File: config.mk
export PLATFORM = sky130hd
export DESIGN_NAME = board_input_ctrl
export DESIGN_NICKNAME = d
export VERILOG_FILES = /design/src/rtl/board_input_ctrl_pkg.sv /design/src/rtl/board_input_ctrl_input_debouncer.sv /design/src/rtl/board_input_ctrl.sv
export SDC_FILE = /design/constraint.sdc
export NUM_CORES = 1
export LEC_CHECK = 0
export CAP_MARGIN = 20
export CORE_MARGIN = 2
export CORE_UTILIZATION = 30
export DETAILED_ROUTE_END_ITERATION = 8
export HOLD_SLACK_MARGIN = 0.1
export SYNTH_ARGS = -nofsm -noshare
export SYNTH_HDL_FRONTEND = slang
export SYNTH_SLANG_ARGS = --single-unit
File: constraint.sdc
create_clock -name clk -period 5.12 [get_ports clk]
set_input_delay 1.024 -clock clk [delete_from_list [all_inputs] [get_ports clk]]
set_output_delay 1.024 -clock clk [all_outputs]
set_load 0.01 [all_outputs]
File: src/rtl/board_input_ctrl_pkg.sv
// Shared definitions for the board-input conditioning block.
//   - LED mux select encodings
//   - step single-step/auto-repeat FSM state encoding
//   - helper for the mode-button LED select cycler
package board_input_ctrl_pkg;

    // LED mux select values
    localparam logic [1:0] LED_SEL_INST_LO = 2'b00;   // inst[15:0]
    localparam logic [1:0] LED_SEL_INST_HI = 2'b01;   // inst[31:16]
    localparam logic [1:0] LED_SEL_CU      = 2'b10;   // control-unit concat

    typedef enum logic [1:0] {
        S_IDLE   = 2'b00,
        S_DELAY  = 2'b01,
        S_REPEAT = 2'b10
    } step_state_t;

    // 00 -> 01 -> 10 -> 00; the unused code 11 also falls back to 00.
    function automatic logic [1:0] next_led_sel(input logic [1:0] cur);
        logic [1:0] nxt;
        case (cur)
            LED_SEL_INST_LO: nxt = LED_SEL_INST_HI;
            LED_SEL_INST_HI: nxt = LED_SEL_CU;
            default:         nxt = LED_SEL_INST_LO;
        endcase
        return nxt;
    endfunction

endpackage

File: src/rtl/board_input_ctrl_input_debouncer.sv
// Single-bit synchronizer plus debouncer.
//   clk   in  system clock
//   rst   in  asynchronous active-low reset
//   raw   in  raw board input, asynchronous to clk
//   level out debounced level; changes only after the synchronized input has
//             differed from it for DEB_CYCLES consecutive cycles
// A clean raw edge appears on level DEB_CYCLES+2 clock edges later
// (two synchronizer stages, then DEB_CYCLES cycles of agreement).
module input_debouncer
    import board_input_ctrl_pkg::*;
#(
    parameter int unsigned DEB_CYCLES = 100000
) (
    input  logic clk,
    input  logic rst,
    input  logic raw,
    output logic level
);

    localparam int unsigned     CNT_W  = (DEB_CYCLES > 1) ? $clog2(DEB_CYCLES) : 1;
    localparam logic [CNT_W-1:0] CNT_TC = CNT_W'(DEB_CYCLES - 1);

    logic             sync_q1;
    logic             sync_q2;
    logic [CNT_W-1:0] cnt_q;

    always_ff @(posedge clk or negedge rst) begin
        if (!rst) begin
            sync_q1 <= 1'b0;
            sync_q2 <= 1'b0;
            cnt_q   <= '0;
            level   <= 1'b0;
        end else begin
            sync_q1 <= raw;
            sync_q2 <= sync_q1;
            if (sync_q2 == level) begin
                // any return to the current level restarts the qualification
                cnt_q <= '0;
            end else if (cnt_q == CNT_TC) begin
                level <= sync_q2;
                cnt_q <= '0;
            end else begin
                cnt_q <= cnt_q + 1'b1;
            end
        end
    end

endmodule

File: src/rtl/board_input_ctrl.sv
// Board-input conditioning for the FPGA debug display.
//   clk          in  system clock
//   rst          in  asynchronous active-low reset
//   btn_step_raw in  raw step pushbutton, active-high
//   btn_mode_raw in  raw mode pushbutton, active-high
//   sw_raw       in  raw slide switches
//   sw_db        out debounced switch levels
//   led_sel      out LED mux select, cycled by the mode button
//   step_pulse   out one-cycle step enable, with auto-repeat while held
//   mode_pulse   out one-cycle pulse per accepted mode press
//
// Step FSM states:
//   state    | meaning
//   S_IDLE   | button released, waiting for a press
//   S_DELAY  | first pulse issued, counting REPEAT_DELAY before auto-repeat
//   S_REPEAT | auto-repeat, one pulse every REPEAT_PERIOD cycles while held
module board_input_ctrl
    import board_input_ctrl_pkg::*;
#(
    parameter int unsigned DEB_CYCLES    = 100000,
    parameter int unsigned REPEAT_DELAY  = 50000000,
    parameter int unsigned REPEAT_PERIOD = 10000000,
    parameter int unsigned SW_W          = 16
) (
    input  logic            clk,
    input  logic            rst,
    input  logic            btn_step_raw,
    input  logic            btn_mode_raw,
    input  logic [SW_W-1:0] sw_raw,
    output logic [SW_W-1:0] sw_db,
    output logic [1:0]      led_sel,
    output logic            step_pulse,
    output logic            mode_pulse
);

    localparam int unsigned     R_MAX = (REPEAT_DELAY > REPEAT_PERIOD) ? REPEAT_DELAY
                                                                       : REPEAT_PERIOD;
    localparam int unsigned     R_W   = $clog2(R_MAX);
    localparam logic [R_W-1:0]  R_DELAY_TC  = R_W'(REPEAT_DELAY - 1);
    localparam logic [R_W-1:0]  R_PERIOD_TC = R_W'(REPEAT_PERIOD - 1);

    // A level already present at reset release reaches the debounced output
    // within this many edges; presses are only armed after that window.
    localparam int unsigned     SETTLE_CYCLES = DEB_CYCLES + 2;
    localparam int unsigned     SET_W         = $clog2(SETTLE_CYCLES);
    localparam logic [SET_W-1:0] SETTLE_TC    = SET_W'(SETTLE_CYCLES - 1);

    logic d_step;
    logic d_mode;

    input_debouncer #(.DEB_CYCLES(DEB_CYCLES)) u_deb_step (
        .clk   (clk),
        .rst   (rst),
        .raw   (btn_step_raw),
        .level (d_step)
    );

    input_debouncer #(.DEB_CYCLES(DEB_CYCLES)) u_deb_mode (
        .clk   (clk),
        .rst   (rst),
        .raw   (btn_mode_raw),
        .level (d_mode)
    );

    for (genvar i = 0; i < SW_W; i++) begin : g_sw
        input_debouncer #(.DEB_CYCLES(DEB_CYCLES)) u_deb_sw (
            .clk   (clk),
            .rst   (rst),
            .raw   (sw_raw[i]),
            .level (sw_db[i])
        );
    end

    // ------------------------------------------------------------------
    // Press detection with post-reset arming
    // ------------------------------------------------------------------
    logic             step_prev;
    logic             mode_prev;
    logic             step_armed;
    logic             mode_armed;
    logic             settled;
    logic [SET_W-1:0] settle_cnt;
    logic             step_press;
    logic             mode_press;

    // A button held through reset release only becomes armed once it has
    // been seen released, so it never produces a spurious press.
    assign step_press = d_step & ~step_prev & step_armed;
    assign mode_press = d_mode & ~mode_prev & mode_armed;

    always_ff @(posedge clk or negedge rst) begin
        if (!rst) begin
            step_prev  <= 1'b0;
            mode_prev  <= 1'b0;
            step_armed <= 1'b0;
            mode_armed <= 1'b0;
            settled    <= 1'b0;
            settle_cnt <= '0;
        end else begin
            step_prev <= d_step;
            mode_prev <= d_mode;
            if (!settled) begin
                if (settle_cnt == SETTLE_TC) begin
                    settled <= 1'b1;
                end else begin
                    settle_cnt <= settle_cnt + 1'b1;
                end
            end
            if (settled && !d_step) begin
                step_armed <= 1'b1;
            end
            if (settled && !d_mode) begin
                mode_armed <= 1'b1;
            end
        end
    end

    // ------------------------------------------------------------------
    // Mode: pulse and LED select cycler
    // ------------------------------------------------------------------
    always_ff @(posedge clk or negedge rst) begin
        if (!rst) begin
            mode_pulse <= 1'b0;
            led_sel    <= LED_SEL_INST_LO;
        end else begin
            mode_pulse <= mode_press;
            if (mode_press) begin
                led_sel <= next_led_sel(led_sel);
            end
        end
    end

    // ------------------------------------------------------------------
    // Step FSM
    // ------------------------------------------------------------------
    step_state_t    state_q;
    step_state_t    state_d;
    logic [R_W-1:0] r_q;
    logic [R_W-1:0] r_d;
    logic           step_pulse_d;

    always_ff @(posedge clk or negedge rst) begin
        if (!rst) begin
            state_q    <= S_IDLE;
            r_q        <= '0;
            step_pulse <= 1'b0;
        end else begin
            state_q    <= state_d;
            r_q        <= r_d;
            step_pulse <= step_pulse_d;
        end
    end

    // Release is tested before the terminal count so a button let go on the
    // terminal cycle never yields a final pulse.
    always_comb begin
        state_d      = state_q;
        r_d          = r_q;
        step_pulse_d = 1'b0;
        case (state_q)
            S_IDLE: begin
                if (step_press) begin
                    step_pulse_d = 1'b1;
                    r_d          = '0;
                    state_d      = S_DELAY;
                end
            end
            S_DELAY: begin
                if (!d_step) begin
                    state_d = S_IDLE;
                end else if (r_q == R_DELAY_TC) begin
                    step_pulse_d = 1'b1;
                    r_d          = '0;
                    state_d      = S_REPEAT;
                end else begin
                    r_d = r_q + 1'b1;
                end
            end
            S_REPEAT: begin
                if (!d_step) begin
                    state_d = S_IDLE;
                end else if (r_q == R_PERIOD_TC) begin
                    step_pulse_d = 1'b1;
                    r_d          = '0;
                end else begin
                    r_d = r_q + 1'b1;
                end
            end
            default: begin
                state_d = S_IDLE;
                r_d     = '0;
            end
        endcase
    end

endmodule

# --- Word level (Yosys, flattened, before mapping) ---
# Cells that the tools add are included.
classes:
  n_addsub: 20
  eq_ne: 47
  n_mux: 56
  n_bitwise: 26
  n_reduce_logical: 27
op_table:
  columns: ["op", "n"]
  rows:
  - ["$mux 17", 36]
  - ["$add 17x1->17 const B", 19]
  - ["$eq 17x17->1 const B", 19]
  - ["$mux 26", 5]
  - ["$pmux 26 s3", 1]
  - ["$reduce_and 2->1", 19]
  - ["$add 26x1->26 const B", 1]
  - ["$eq 26x24->1 const B", 1]
  - ["$eq 26x26->1 const B", 1]
  - ["$not 1->1", 22]
  - ["$eq 1x1->1", 18]
  - ["$mux 2", 4]
  - ["$mux 1", 7]
  - ["$pmux 2 s3", 1]
  - ["$reduce_and 3->1", 2]
  - ["$and 1x1->1", 4]
  - ["$eq 2x1->1 const B", 2]
  - ["$logic_not 2->1", 2]
  - ["$ne 2x1->1 const B", 2]
  - ["$ne 2x2->1 const B", 2]
  - ["$pmux 2 s2", 1]
  - ["$ne 3x3->1 const B", 1]
  - ["$pmux 1 s3", 1]
  - ["$eq 2x2->1 const B", 1]
  - ["other kinds (2)", 4]
totals:
  regBits: 414
  in_bits: 20
  word_cells: 259

# --- Longest topological paths before layout ---
# Gate-level depths: netlist of the first run.
logic_depth:
  word_depth: 5
  depth_mapped: 9
  mapped_depth_nobuf: 8

# --- Modules after synthesis ---
# Synthesis of the first run repeated with hierarchy kept, for this count alone.
unflattened:
  cells_unflattened: 1909
  hier_area_um2: 19919.1
by_module_without_submodules:
  columns: ["mod", "n_inst", "cells_per_inst", "area_per_inst_um2"]
  rows:
  - ["input_debouncer", 18, 89, 937.1]
  - ["board_input_ctrl", 1, 307, 3050.4]

# --- Least setup slack after synthesis of the first run ---
# Ideal clock, no wire load.
synth_path:
  kind: "reg2reg"
  start: "register r_q[7]"
  end: "register r_q[23]"
  t_arrival_ps: 2452
  required_ps: 4994
  slack_ps: 2542
  stages_incl_launch_ff: 8
  synth_period_minus_slack_ps: 2578
  cell_sequence: "dfrtp_1 > or4b_1 > or4_4 > or2_1 > a32o_1 > buf_6 > and3_1 > a221o_1"
synth_between:
  elab_chain_cells: 4
synth_lines:
  columns: ["item", "line_no", "rtl"]
  rows:
  - ["start: declaration", "board_input_ctrl.sv:138", "logic [R_W-1:0] r_q;"]
  - ["start signal: assignment", "board_input_ctrl.sv:149", "r_q <= r_d;"]
  - ["$add 26x1->26 (tied with other cells)", "board_input_ctrl.sv:176, board_input_ctrl.sv:186", null]
  - ["$mux 26 (on tied branches)", "board_input_ctrl.sv:182, board_input_ctrl.sv:171", null]
  - ["$mux 26 (on tied branches)", "board_input_ctrl.sv:180, board_input_ctrl.sv:169", null]
  - ["$pmux 26 s3 *", "board_input_ctrl.sv:160", "case (state_q)"]
# Mark *: on every way between the ends. The rest lies on a longest branch, timed or not. The select of a mux whose other input is x is not followed.
# A chain may end at the register's enable or synchronous reset.

# --- Worst setup path in the final report of the first run ---
layout_path:
  start: "register r_q[7]"
  end: "register r_q[7]"
# Same word-level chain as after synthesis.

==> key figures, run 1 <==
CTS
  – Root Driver: clkbuf_16
  – Post-CTS Setup Bufs: 0
  – # resized after CTS: 0
  – Clk buf depth: 3
  – Later-pin clock latency in the skew report: roughly 0.60 ns
  – H-tree depth: 2
  – CTS Hold Bufs: 0
  – Clk pin slew, worst setup/hold paths: ~0.050 ns
  – CTS tree: done
  – Clock buffer count from CTS: roughly 50
  – Clk sink count: ~410

Power
  – Total leakage power: around 9.6 nW
  – Power Density: approximately 330 mW/mm^2
  – Tot Pwr: 7.31 mW
  – Maximum VDD drop: 0.220 mV

Synth
  – Syn Nets: about 1900
  – Main flop type after synthesis: dfrtp_1
  – Synth area leaders: dfrtp_1, xor2_1, nor2_1
  – YS warnings: 0
  – Post-synth top area share: 0.548
  – Cell with the most instances after synthesis: dfrtp_1
  – Seq cells post-synth: ~410
  – Sequential share of the synthesized area: 0.548
  – Commonest cells in the netlist: dfrtp_1, nor2_1, xor2_1, nand2_1, nand3_1
  – Avg Cell Area, Syn: a little over 10 sq um
  – Post-Syn Instances: between 1500 and 2000
  – Post-synthesis cell area: approximately 0.019 sq mm
  – Async set or reset register ratio after synthesis: 1.00
  – Area leader, netlist: dfrtp_1
  – Post-synth EDFFs: 0
  – Cell variety after synth: 53

Drt
  – Top sig layer: met4
  – Met2 routed WL: between 15000 and 20000 microns
  – DRC: 0
  – Drt pass-1 iters: 5
  – Routed WL per cell: between 10 and 15 microns
  – Vias per cell: around 4.6
  – Routed Wire Length: around 34000 microns
  – Final antenna-violating net count: 0
  – DRT met1 WL: 16300 microns
  – Routed wl met3: approximately 1200 microns
  – DR iter-0 viols: 635
  – Total number of vias: 13000

Final layout
  – # diodes: 0
  – Final Non-Filler Cells: between 2000 and 3000
  – Fraction of layout cells with a size suffix above 1: 0.0579
  – Fin nets: 1955
  – Final Instance Area: between 0.02 and 0.025 sq mm
  – Fillers: a little over 6000
  – Layout area overhead: 16.2%

Job
  – Max-cap violation count: 0

STA
  – Final setup vio count: 0
  – Final Hold Fails: 0
  – Slew Limit Fails: 0
  – Max-slew headroom: 0.290
  – Fmax: 315 MHz
  – RSZ-0062 raised after global routing: no
  – Period utilisation layout: 0.620
  – Slew @ Worst Pin: roughly 1.1 ns
  – Fin Clk Skew: between 0.02 and 0.03 ns
  – Setup TNS: 0 ns
  – Final min period: 3.17 ns

Worst setup path
  – Reg2reg end: r_q[7]
  – Worst R2R Start: r_q[7]
  – Crit path capture type: register
  – Crit path DAT: between 3 and 4 ns
  – Crit path from: r_q[7]
  – Crit path kind: reg -> reg
  – R2r setup slk: 1.95 ns
  – Crit-path max FO: 26
  – R2R depth: 6
  – Critical Path Start Type: register
  – Req. time, crit path: 5.55 ns

Placed design
  – Final GP Congestion: roughly 0.8
  – Placed Cells: 2705
  – Area after DPL: about 0.020 sq mm
  – Buffers on Ports: 39
  – Hpwl dp: 22000 microns

Floorplanning
  – Die X: 255 microns
  – Ports: 40
  – Initial Utilization: 0.301
  – Std cell rows: ~90
  – Die area: roughly 0.065 sq mm
  – Core area: approximately 0.063 sq mm
  – Die Y-Extent: 255 microns

Worst hold path
  – HP Start: g_sw[0].u_deb_sw.sync_q1
  – Hold path depth: 0
  – Hold WC Path Type: reg -> reg
  – Hold Path End: g_sw[0].u_deb_sw.sync_q2

Global route
  – Largest net degree at the start of global routing: around 110
  – Vias in the first global route: between 10000 and 15000
  – All-Layer GR Usage: 0.109
  – Global-route wire length before repair: roughly 61000 microns
  – Initial antenna violation count: 0
  – Overflow left after global routing: 0

Outcome
  – Status: finished, final reports clean
-- per-layer routing --
metal / GRT usage / up-vias
met5: 0 / -
li1: - / 6372
met1: 0.143 / 6413
met3: 0.0235 / 59
met4: 0.0329 / 0
met2: 0.182 / 130
-- critical path, stage by stage (launching register included) --
cell and delay, ns:
dfrtp_1 0.42, or4b_1 0.54, or4_4 0.55, or2_1 0.27, a32o_1 0.58, nand2_1 0.46
o311ai_0 0.20
-- area by class of cell --
class	count	area [sq um]	share of cell area
Tap cell	846	1060	0.0482
Inverter	27	101	0.00462
Timing Repair Buffer	43	463	0.0211
Clock buffer	68	1390	0.0632
Multi-Input combinational cell	1375	8190	0.373
Sequential cell	414	10400	0.472
Clock inverter	23	395	0.0180
-- registers in the layout, indices dropped and copies added (netlist names) --
name,cells
g_sw.u_deb_sw.cnt_q,272
g_sw.u_deb_sw.level,16
g_sw.u_deb_sw.sync_q1,16
g_sw.u_deb_sw.sync_q2,16
led_sel,2
mode_armed,1
mode_prev,1
mode_pulse,1
r_q,26
settle_cnt,17
settled,1
state_q,2
step_armed,1
step_prev,1
step_pulse,1
u_deb_mode.cnt_q,17
u_deb_mode.level,1
u_deb_mode.sync_q1,1
u_deb_mode.sync_q2,1
u_deb_step.cnt_q,17
u_deb_step.level,1
u_deb_step.sync_q1,1
u_deb_step.sync_q2,1
-- per-stage QoR --
| stage | utilization | hold slack [ns] | setup WS [ns] |
|---|---|---|---|
| floorplan | - | 0.331 | 2.54 |
| global route | 0.350 | 0.353 | 1.79 |
| detailed placement | 0.322 | 0.336 | 1.98 |
| global placement | 0.322 | 0.333 | 2.02 |
| finish | 0.350 | 0.346 | 1.95 |
| CTS | 0.350 | 0.349 | 1.96 |
-- power by group --
group	leakage, nW	total [mW]	internal (mW)	switching [mW]
clock network	0.879	3.76	2.36	1.40
logic	3.07	0.183	0.0557	0.127
registers	5.64	3.36	3.32	0.0421
total	9.60	7.31	5.74	1.57
-- cell usage in the layout (no fill, tap or decap), types with 4 or more instances in the layout --
master           synthesis  routed
a21o_1                   4       4
o311ai_0                 6       6
and2_1                  10      10
clkbuf_1                28      10
o21ai_0                 13      13
and4_1                  26      26
xor2_1                 206     206
clkdlybuf4s50_1          0      38
a22o_1                   6       6
ha_1                    25      25
nor2b_1                  4       4
nand2_1                179     179
nor2_1                 377     377
dfrtp_1                414     414
nand4_1                 66      66
clkbuf_8                 0       9
clkinv_2                 0      10
a21oi_1                 12      12
nand2b_1                 5       5
nand3_1                143     143
nor4_1                  15      15
inv_1                   27      27
nor4b_1                  7       7
xnor2_1                 94      94
nor3_1                  37      37
mux2i_1                  4       4
and4b_1                  7       7
bufinv_16                0       9
clkbuf_16                0      49
nor4bb_1                 4       4
mux2_2                  19      19
or3_1                    7       7
or2_2                    5       5
and3_1                  63      63
-- how the worst max path moves through the flow --
stage / end / slack, ns
6_report: r_q[7] / 1.95
5_1_grt: r_q[16] / 1.79
4_1_cts: r_q[7] / 1.96
3_5_place_dp: r_q[7] / 1.98
3_3_place_gp: r_q[12] / 2.02
2_1_floorplan: r_q[23] / 2.54
-- logic make-up (layout without fill, tap and decap cells) --
group / after synthesis / in the layout / share of synthesized area
AO/OA/AOI/OAI: 60 / 60 / 0.0220
XOR/XNOR: 300 / 300 / 0.139
adder cells (fa/ha/maj): 25 / 25 / 0.0165
buffers and inverters: 75 / 161 / 0.0186
flip-flops: 414 / 414 / 0.548
multiplexers: 23 / 23 / 0.0134
AND/OR/NAND/NOR: 967 / 967 / 0.242
(Power assumes the default switching activity.)
==> run 2, diff against run 1 <==
==> constraint.sdc (replaced) <==
create_clock -name clk -period 2.9 [get_ports clk]
set_input_delay 0.58 -clock clk [delete_from_list [all_inputs] [get_ports clk]]
set_output_delay 0.58 -clock clk [all_outputs]
set_load 0.01 [all_outputs]
==> run 2 against run 1 <==
Worst setup slack got worse by 1.8 ns. Clock power increased by 65%. Clock skew decreased by 0.0069 ns. Global-route usage about the same. Critical path depth increased by 1. Total power increased by 71%. Design area increased by 0.14%. First-iteration DRC count increased by 9.8%. Register-to-register slack got worse by 1.8 ns. Utilization about the same. Sequential cell count unchanged. Critical path type unchanged. Largest power group unchanged.
==> key figures, run 2 (synthesis gave the netlist of run 1 again) <==
Drt
  – Routed Wire Length: 34200 microns (about the same)
  – Final antenna-violating net count: 0 (unchanged)
  – Routed WL per cell: 12.2 microns (about the same)
  – DRC: 0 (unchanged)
  – DR iter-0 viols: 697 (was 635)
  – Drt pass-1 iters: 5 (unchanged)
  – Total number of vias: 12900 (was 13000)
  – Vias per cell: 4.60 (was 4.64)

Global route
  – Vias in the first global route: 13200 (about the same)
  – All-Layer GR Usage: 0.109 (about the same)
  – Global-route wire length before repair: 61100 microns (was 60900 microns)
  – Largest net degree at the start of global routing: 81 (was 113)
  – Overflow left after global routing: 0 (unchanged)
  – Initial antenna violation count: 0 (unchanged)

STA
  – Final setup vio count: 0 (unchanged)
  – Slew Limit Fails: 0 (unchanged)
  – Fin Clk Skew: 0.0200 ns (was 0.0269 ns)
  – Fmax: 363 MHz (was 315 MHz)
  – Setup WS post-layout: 0.145 ns (was 1.95 ns)
  – Slew @ Worst Pin: 0.808 ns (was 1.07 ns)
  – Final min period: 2.75 ns (was 3.17 ns)
  – RSZ-0062 raised after global routing: no (unchanged)
  – Period utilisation layout: 0.950 (was 0.620)
  – Max-slew headroom: 0.458 (was 0.290)
  – Setup TNS: 0 ns (unchanged)
  – Final Hold Fails: 0 (unchanged)

Worst setup path
  – Crit path kind: reg -> reg (unchanged)
  – Worst R2R Start: r_q[18] (was r_q[7])
  – CP max-delay cell: or4_4 (was a32o_1)
  – Critical Path Start Type: register (unchanged)
  – R2r setup slk: 0.15 ns (was 1.95 ns)
  – Req. time, crit path: 3.36 ns (was 5.55 ns)
  – Reg2reg end: r_q[3] (was r_q[7])
  – Crit path DAT: 3.22 ns (was 3.61 ns)
  – Crit path cell chain: or4b_1, or4_4, or2_1, a32o_1, buf_4, a21o_1, a22o_1 (was or4b_1, or4_4, or2_1, a32o_1, nand2_1, o311ai_0)
  – Crit-path max FO: 10 (was 26)
  – Crit path capture type: register (unchanged)
  – Slowest stage delay, CP: 0.55 ns (was 0.58 ns)
  – R2R depth: 7 (was 6)

Final layout
  – Max FFs per register: 272 (unchanged)
  – Top reg by flops: g_sw.u_deb_sw.cnt_q (unchanged)
  – Most frequent cells in the layout: dfrtp_1, nor2_1, xor2_1 (unchanged)
  – Fraction of layout cells with a size suffix above 1: 0.0642 (was 0.0579)
  – Fin nets: 1970 (was 1955)
  – Final core utilization: 0.350 (about the same)
  – # diodes: 0 (unchanged)
  – Largest regs: g_sw.u_deb_sw.cnt_q x272, r_q x26 (unchanged)
  – Layout area overhead: 16.3% (was 16.2%)
  – Commonest non-fill, non-tap cell in the layout: dfrtp_1 (unchanged)
  – Fillers: 6216 (was 6206)

CTS
  – Clk buf depth: 3 (unchanged)
  – Clk sink count: 414 (unchanged)
  – Clk pin slew, worst setup/hold paths: 0.06 ns (was 0.05 ns)
  – Later-pin clock latency in the skew report: 0.59 ns (was 0.60 ns)
  – Clock buffer count from CTS: 48 (was 49)
  – Post-CTS Setup Bufs: 0 (unchanged)
  – Root Driver: clkbuf_16 (unchanged)
  – H-tree depth: 2 (unchanged)
  – CTS tree: done (unchanged)

Floorplanning
  – Die area: 0.0650 sq mm (unchanged)
  – Die Y-Extent: 255 microns (unchanged)
  – Initial Utilization: 0.301 (unchanged)
  – Std cell rows: 92 (unchanged)
  – Die X: 255 microns (unchanged)
  – Core area: 0.0627 sq mm (unchanged)
  – Ports: 40 (unchanged)

Power
  – Tot Pwr: 12.5 mW (was 7.31 mW)
  – Maximum VDD drop: 0.414 mV (was 0.220 mV)
  – Power Density: 568 mW/mm^2 (was 333 mW/mm^2)
  – Total leakage power: 9.63 nW (was 9.60 nW)

Placed design
  – Final GP Congestion: 0.797 (about the same)
  – Pre-CTS WS: 0.0630 ns (was 1.98 ns)
  – Hpwl dp: 22500 microns (was 22000 microns)
  – Buffers on Ports: 39 (unchanged)

Outcome
  – Status: finished, final reports clean (unchanged)

Job
  – Max-cap violation count: 0 (unchanged)

Worst hold path
  – Hold Path End: g_sw[14].u_deb_sw.sync_q2 (was g_sw[0].u_deb_sw.sync_q2)
  – HP Start: g_sw[14].u_deb_sw.sync_q1 (was g_sw[0].u_deb_sw.sync_q1)
  – Hold path depth: 0 (unchanged)
  – Hold WC Path Type: reg -> reg (unchanged)
==> run 2: changes by cell type in the layout (fill, tap and decap cells not counted), sizes merged <==
cell         change
buf             +15
bufinv           -5
clkbuf           +5
clkinv           -6
clkinvlp         +1
dlygate4sd3      +1
inv              +2
==> run 2: critical path: cells and delay by family (launching register included) <==
kind	cells	cell delay, ns
AND/OR/NAND/NOR	3	1.31
AO/OA/AOI/OAI	3	0.72
flip-flops	1	0.42
buffers and inverters	1	0.21
==> run 2: worst max path at each step <==
stage                     startpoint       to  slack (ns)  depth (start not counted)
after global placement        r_q[7]  r_q[12]        0.09                          6
after CTS                     r_q[8]  r_q[19]        0.05                          6
after detailed placement     r_q[18]  r_q[19]        0.06                          6
final                        r_q[18]   r_q[3]        0.15                          7
after global routing         r_q[18]   r_q[3]        0.02                          7
after floorplan               r_q[7]  r_q[23]        0.32                          7
==> run 2: routing by layer <==
layer,vias to the layer above,wire [microns],track usage
met5,-,0,0
met4,0,757,0.0394
met3,53,1260,0.0212
met2,134,16000,0.180
met1,6341,16200,0.144
li1,6403,-,-
==> run 2: cell type report <==
class / count / area [sq um] / share of cell area
clock buffer: 73 / 1460 / 0.0662
clock inverter: 15 / 195 / 0.00888
sequential: 414 / 10400 / 0.471
multi-input combinational: 1375 / 8190 / 0.373
tap: 846 / 1060 / 0.0481
inverter: 27 / 101 / 0.00461
timing repair buffer: 59 / 623 / 0.0283
==> run 2: through the flow <==
| step | hold slack, ns | std cells | area, sq um |
|---|---|---|---|
| after CTS | 0.347 | 2809 | 22000 |
| final | 0.345 | 2809 | 22000 |
| after floorplan | 0.284 | 1864 | 18900 |
| after detailed placement | 0.336 | 2720 | 20300 |
| after global routing | 0.354 | 2809 | 22000 |
| after global placement | 0.332 | 2720 | 20300 |
==> run 2: what timing repair did <==
action | CTS | global route
gates resized for setup | 0 | 1
endpoints found under the setup margin | 0 | 9
hold buffers | 1 | 0
endpoints found under the hold margin | 71 | 0
==> run 2: power breakdown <==
part	total (mW)	internal (mW)	switching, mW
sequential	5.94	5.87	0.0749
clock	6.21	3.82	2.39
combinational	0.336	0.109	0.227
==> run 3, diff against run 2 <==
--- a/config.mk
+++ b/config.mk
@@ -10,6 +10,7 @@
 export CORE_UTILIZATION = 30
 export DETAILED_ROUTE_END_ITERATION = 8
 export HOLD_SLACK_MARGIN = 0.1
+export PLACE_DENSITY = 0.52
 export SYNTH_ARGS = -nofsm -noshare
 export SYNTH_HDL_FRONTEND = slang
 export SYNTH_SLANG_ARGS = --single-unit
==> run 3 against run 2 <==
Clock-buffer cell count decreased by 10. Worst setup slack improved by 0.068 ns. Sequential power about the same. Critical endpoint is now r_q[8]. Largest power group unchanged. Highest routed layer unchanged. Critical path depth unchanged.
==> key figures, run 3 (synthesis gave the netlist of run 1 again) <==
STA
  – Final min period: 2.69 ns (was 2.75 ns)
  – Fmax: 372 MHz (was 363 MHz)
  – Max-slew headroom: 0.449 (was 0.458)
  – RSZ-0062 raised after global routing: no (unchanged)
  – Setup TNS: 0 ns (unchanged)
  – Final setup vio count: 0 (unchanged)
  – Setup WS post-layout: 0.214 ns (was 0.145 ns)
  – Slew Limit Fails: 0 (unchanged)
  – Period utilisation layout: 0.926 (was 0.950)
  – Fin Clk Skew: 0.0170 ns (was 0.0200 ns)
  – Final Hold Fails: 0 (unchanged)
  – Slew @ Worst Pin: 0.827 ns (was 0.808 ns)

Power
  – Total leakage power: 9.66 nW (was 9.63 nW)
  – Power Density: 572 mW/mm^2 (was 568 mW/mm^2)
  – Maximum VDD drop: 0.324 mV (was 0.414 mV)

Job
  – Max-cap violation count: 0 (unchanged)

Worst setup path
  – R2R depth: 7 (unchanged)
  – CP max-delay cell: or4_4 (unchanged)
  – Crit path kind: reg -> reg (unchanged)
  – Crit path cell chain: or4b_1, or4_4, or2_1, a32o_2, nand2_1, buf_4, o311ai_0 (was or4b_1, or4_4, or2_1, a32o_1, buf_4, a21o_1, a22o_1)
  – CP bufs+invs: 1 (unchanged)
  – Req. time, crit path: 3.32 ns (was 3.36 ns)
  – Crit-path max FO: 13 (was 10)
  – Crit path capture type: register (unchanged)
  – Top delay family on crit path: simple AND/OR/NAND/NOR gates (unchanged)
  – Slowest stage delay, CP: 0.55 ns (about the same)
  – Critical Path Start Type: register (unchanged)
  – Reg2reg end: r_q[8] (was r_q[3])
  – Crit path DAT: 3.11 ns (was 3.22 ns)
  – R2r setup slk: 0.21 ns (was 0.15 ns)
  – Worst R2R Start: r_q[7] (was r_q[18])

Worst hold path
  – Hold WC Path Type: reg -> reg (unchanged)
  – HP Start: g_sw[14].u_deb_sw.sync_q1 (unchanged)
  – Hold path depth: 0 (unchanged)
  – Hold Path End: g_sw[14].u_deb_sw.sync_q2 (unchanged)

CTS
  – Later-pin clock latency in the skew report: 0.58 ns (was 0.59 ns)
  – H-tree depth: 2 (unchanged)
  – CTS tree: done (unchanged)
  – Clk sink count: 414 (unchanged)
  – Clock buffer count from CTS: 48 (unchanged)
  – Clk buf depth: 3 (unchanged)
  – Root Driver: clkbuf_16 (unchanged)
  – Post-CTS Setup Bufs: 0 (unchanged)
  – Clk pin slew, worst setup/hold paths: 0.06 ns (about the same)

Final layout
  – Max FFs per register: 272 (unchanged)
  – Fraction of layout cells with a size suffix above 1: 0.0692 (was 0.0642)
  – # diodes: 0 (unchanged)
  – Commonest non-fill, non-tap cell in the layout: dfrtp_1 (unchanged)
  – Fin nets: 1972 (was 1970)
  – Final Instance Area: 0.0220 sq mm (about the same)
  – Most frequent cells in the layout: dfrtp_1, nor2_1, xor2_1 (unchanged)
  – Top reg by flops: g_sw.u_deb_sw.cnt_q (unchanged)
  – Layout area overhead: 16.6% (was 16.3%)
  – Final core utilization: 0.351 (was 0.350)
  – Largest regs: g_sw.u_deb_sw.cnt_q x272, r_q x26 (unchanged)

Floorplanning
  – Std cell rows: 92 (unchanged)
  – Ports: 40 (unchanged)
  – Die Y-Extent: 255 microns (unchanged)
  – Initial Utilization: 0.301 (unchanged)
  – Die X: 255 microns (unchanged)
  – Core area: 0.0627 sq mm (unchanged)
  – Die area: 0.0650 sq mm (unchanged)

Global route
  – Initial antenna violation count: 0 (unchanged)
  – Overflow left after global routing: 0 (unchanged)
  – All-Layer GR Usage: 0.112 (was 0.109)
  – Vias in the first global route: 13100 (was 13200)
  – Largest net degree at the start of global routing: 81 (unchanged)
  – Global-route wire length before repair: 61800 microns (was 61100 microns)

Drt
  – Final antenna-violating net count: 0 (unchanged)
  – DR iter-0 viols: 707 (was 697)
  – Total number of vias: 12900 (about the same)
  – Vias per cell: 4.59 (was 4.60)
  – DRC: 0 (unchanged)
  – Routed Wire Length: 34800 microns (was 34200 microns)
  – Drt pass-1 iters: 5 (unchanged)
  – Routed WL per cell: 12.4 microns (was 12.2 microns)

Placed design
  – Pre-CTS WS: 0.103 ns (was 0.0630 ns)
  – Buffers on Ports: 39 (unchanged)
  – Hpwl dp: 22700 microns (was 22500 microns)
  – Final GP Congestion: 0.779 (was 0.797)
  – Area after DPL: 0.0203 sq mm (about the same)

Outcome
  – Status: finished, final reports clean (unchanged)
==> run 3: cell count changes in the layout (fill, tap and decap cells not counted), sizes merged <==
cell      before  now
clkinvlp       1    4
buf           20   22
clkbuf        73   63
inv           30   29
bufinv         4    6
clkinv         7   14
==> run 3: layer usage <==
metal | GRT usage | routed length (microns) | up-vias
li1 | - | - | 6421
met1 | 0.151 | 17000 | 6302
met2 | 0.181 | 15700 | 108
met3 | 0.0206 | 1100 | 68
met4 | 0.0426 | 982 | 0
met5 | 0 | 0 | -
==> run 3: timing repair <==
action | in CTS | in global routing
hold buffers | 1 | 0
endpoints found under the hold margin | 50 | 0
resized for setup | 0 | 2
endpoints found under the setup margin | 0 | 3
==> run 3: layout make-up <==
| class | count | area (sq um) |
|---|---|---|
| flip-flops and latches | 414 | 10400 |
| fillers | 6147 | 40700 |
| repair buffers | 61 | 651 |
| clock inverters | 26 | 302 |
| well taps | 846 | 1060 |
| multi-input cells | 1375 | 8200 |
| clock buffers | 63 | 1380 |
| inverters | 27 | 101 |
==> run 3: how the worst max path moves through the flow <==
stage	startpoint	to	slack, ns	cells past startpoint
floorplan	r_q[7]	r_q[23]	0.32	7
global placement	r_q[7]	r_q[23]	0.14	6
detailed placement	r_q[7]	r_q[8]	0.10	7
CTS	r_q[7]	r_q[8]	0.09	7
global route	r_q[7]	r_q[8]	0.10	7
finish	r_q[7]	r_q[8]	0.21	7
==> run 3: through the flow <==
| stage | hold WS (ns) | total power [mW] | std cells |
|---|---|---|---|
| after floorplan | 0.284 | 6.18 | 1864 |
| after global placement | 0.334 | 6.39 | 2722 |
| after detailed placement | 0.336 | 6.40 | 2722 |
| after CTS | 0.350 | 12.9 | 2812 |
| after global routing | 0.354 | 13.2 | 2812 |
| final | 0.348 | 12.6 | 2812 |
==> run 3: power breakdown <==
part           switching, mW  internal [mW]
Combinational          0.231          0.110
Clock                   2.44           3.88
Sequential            0.0757           5.87
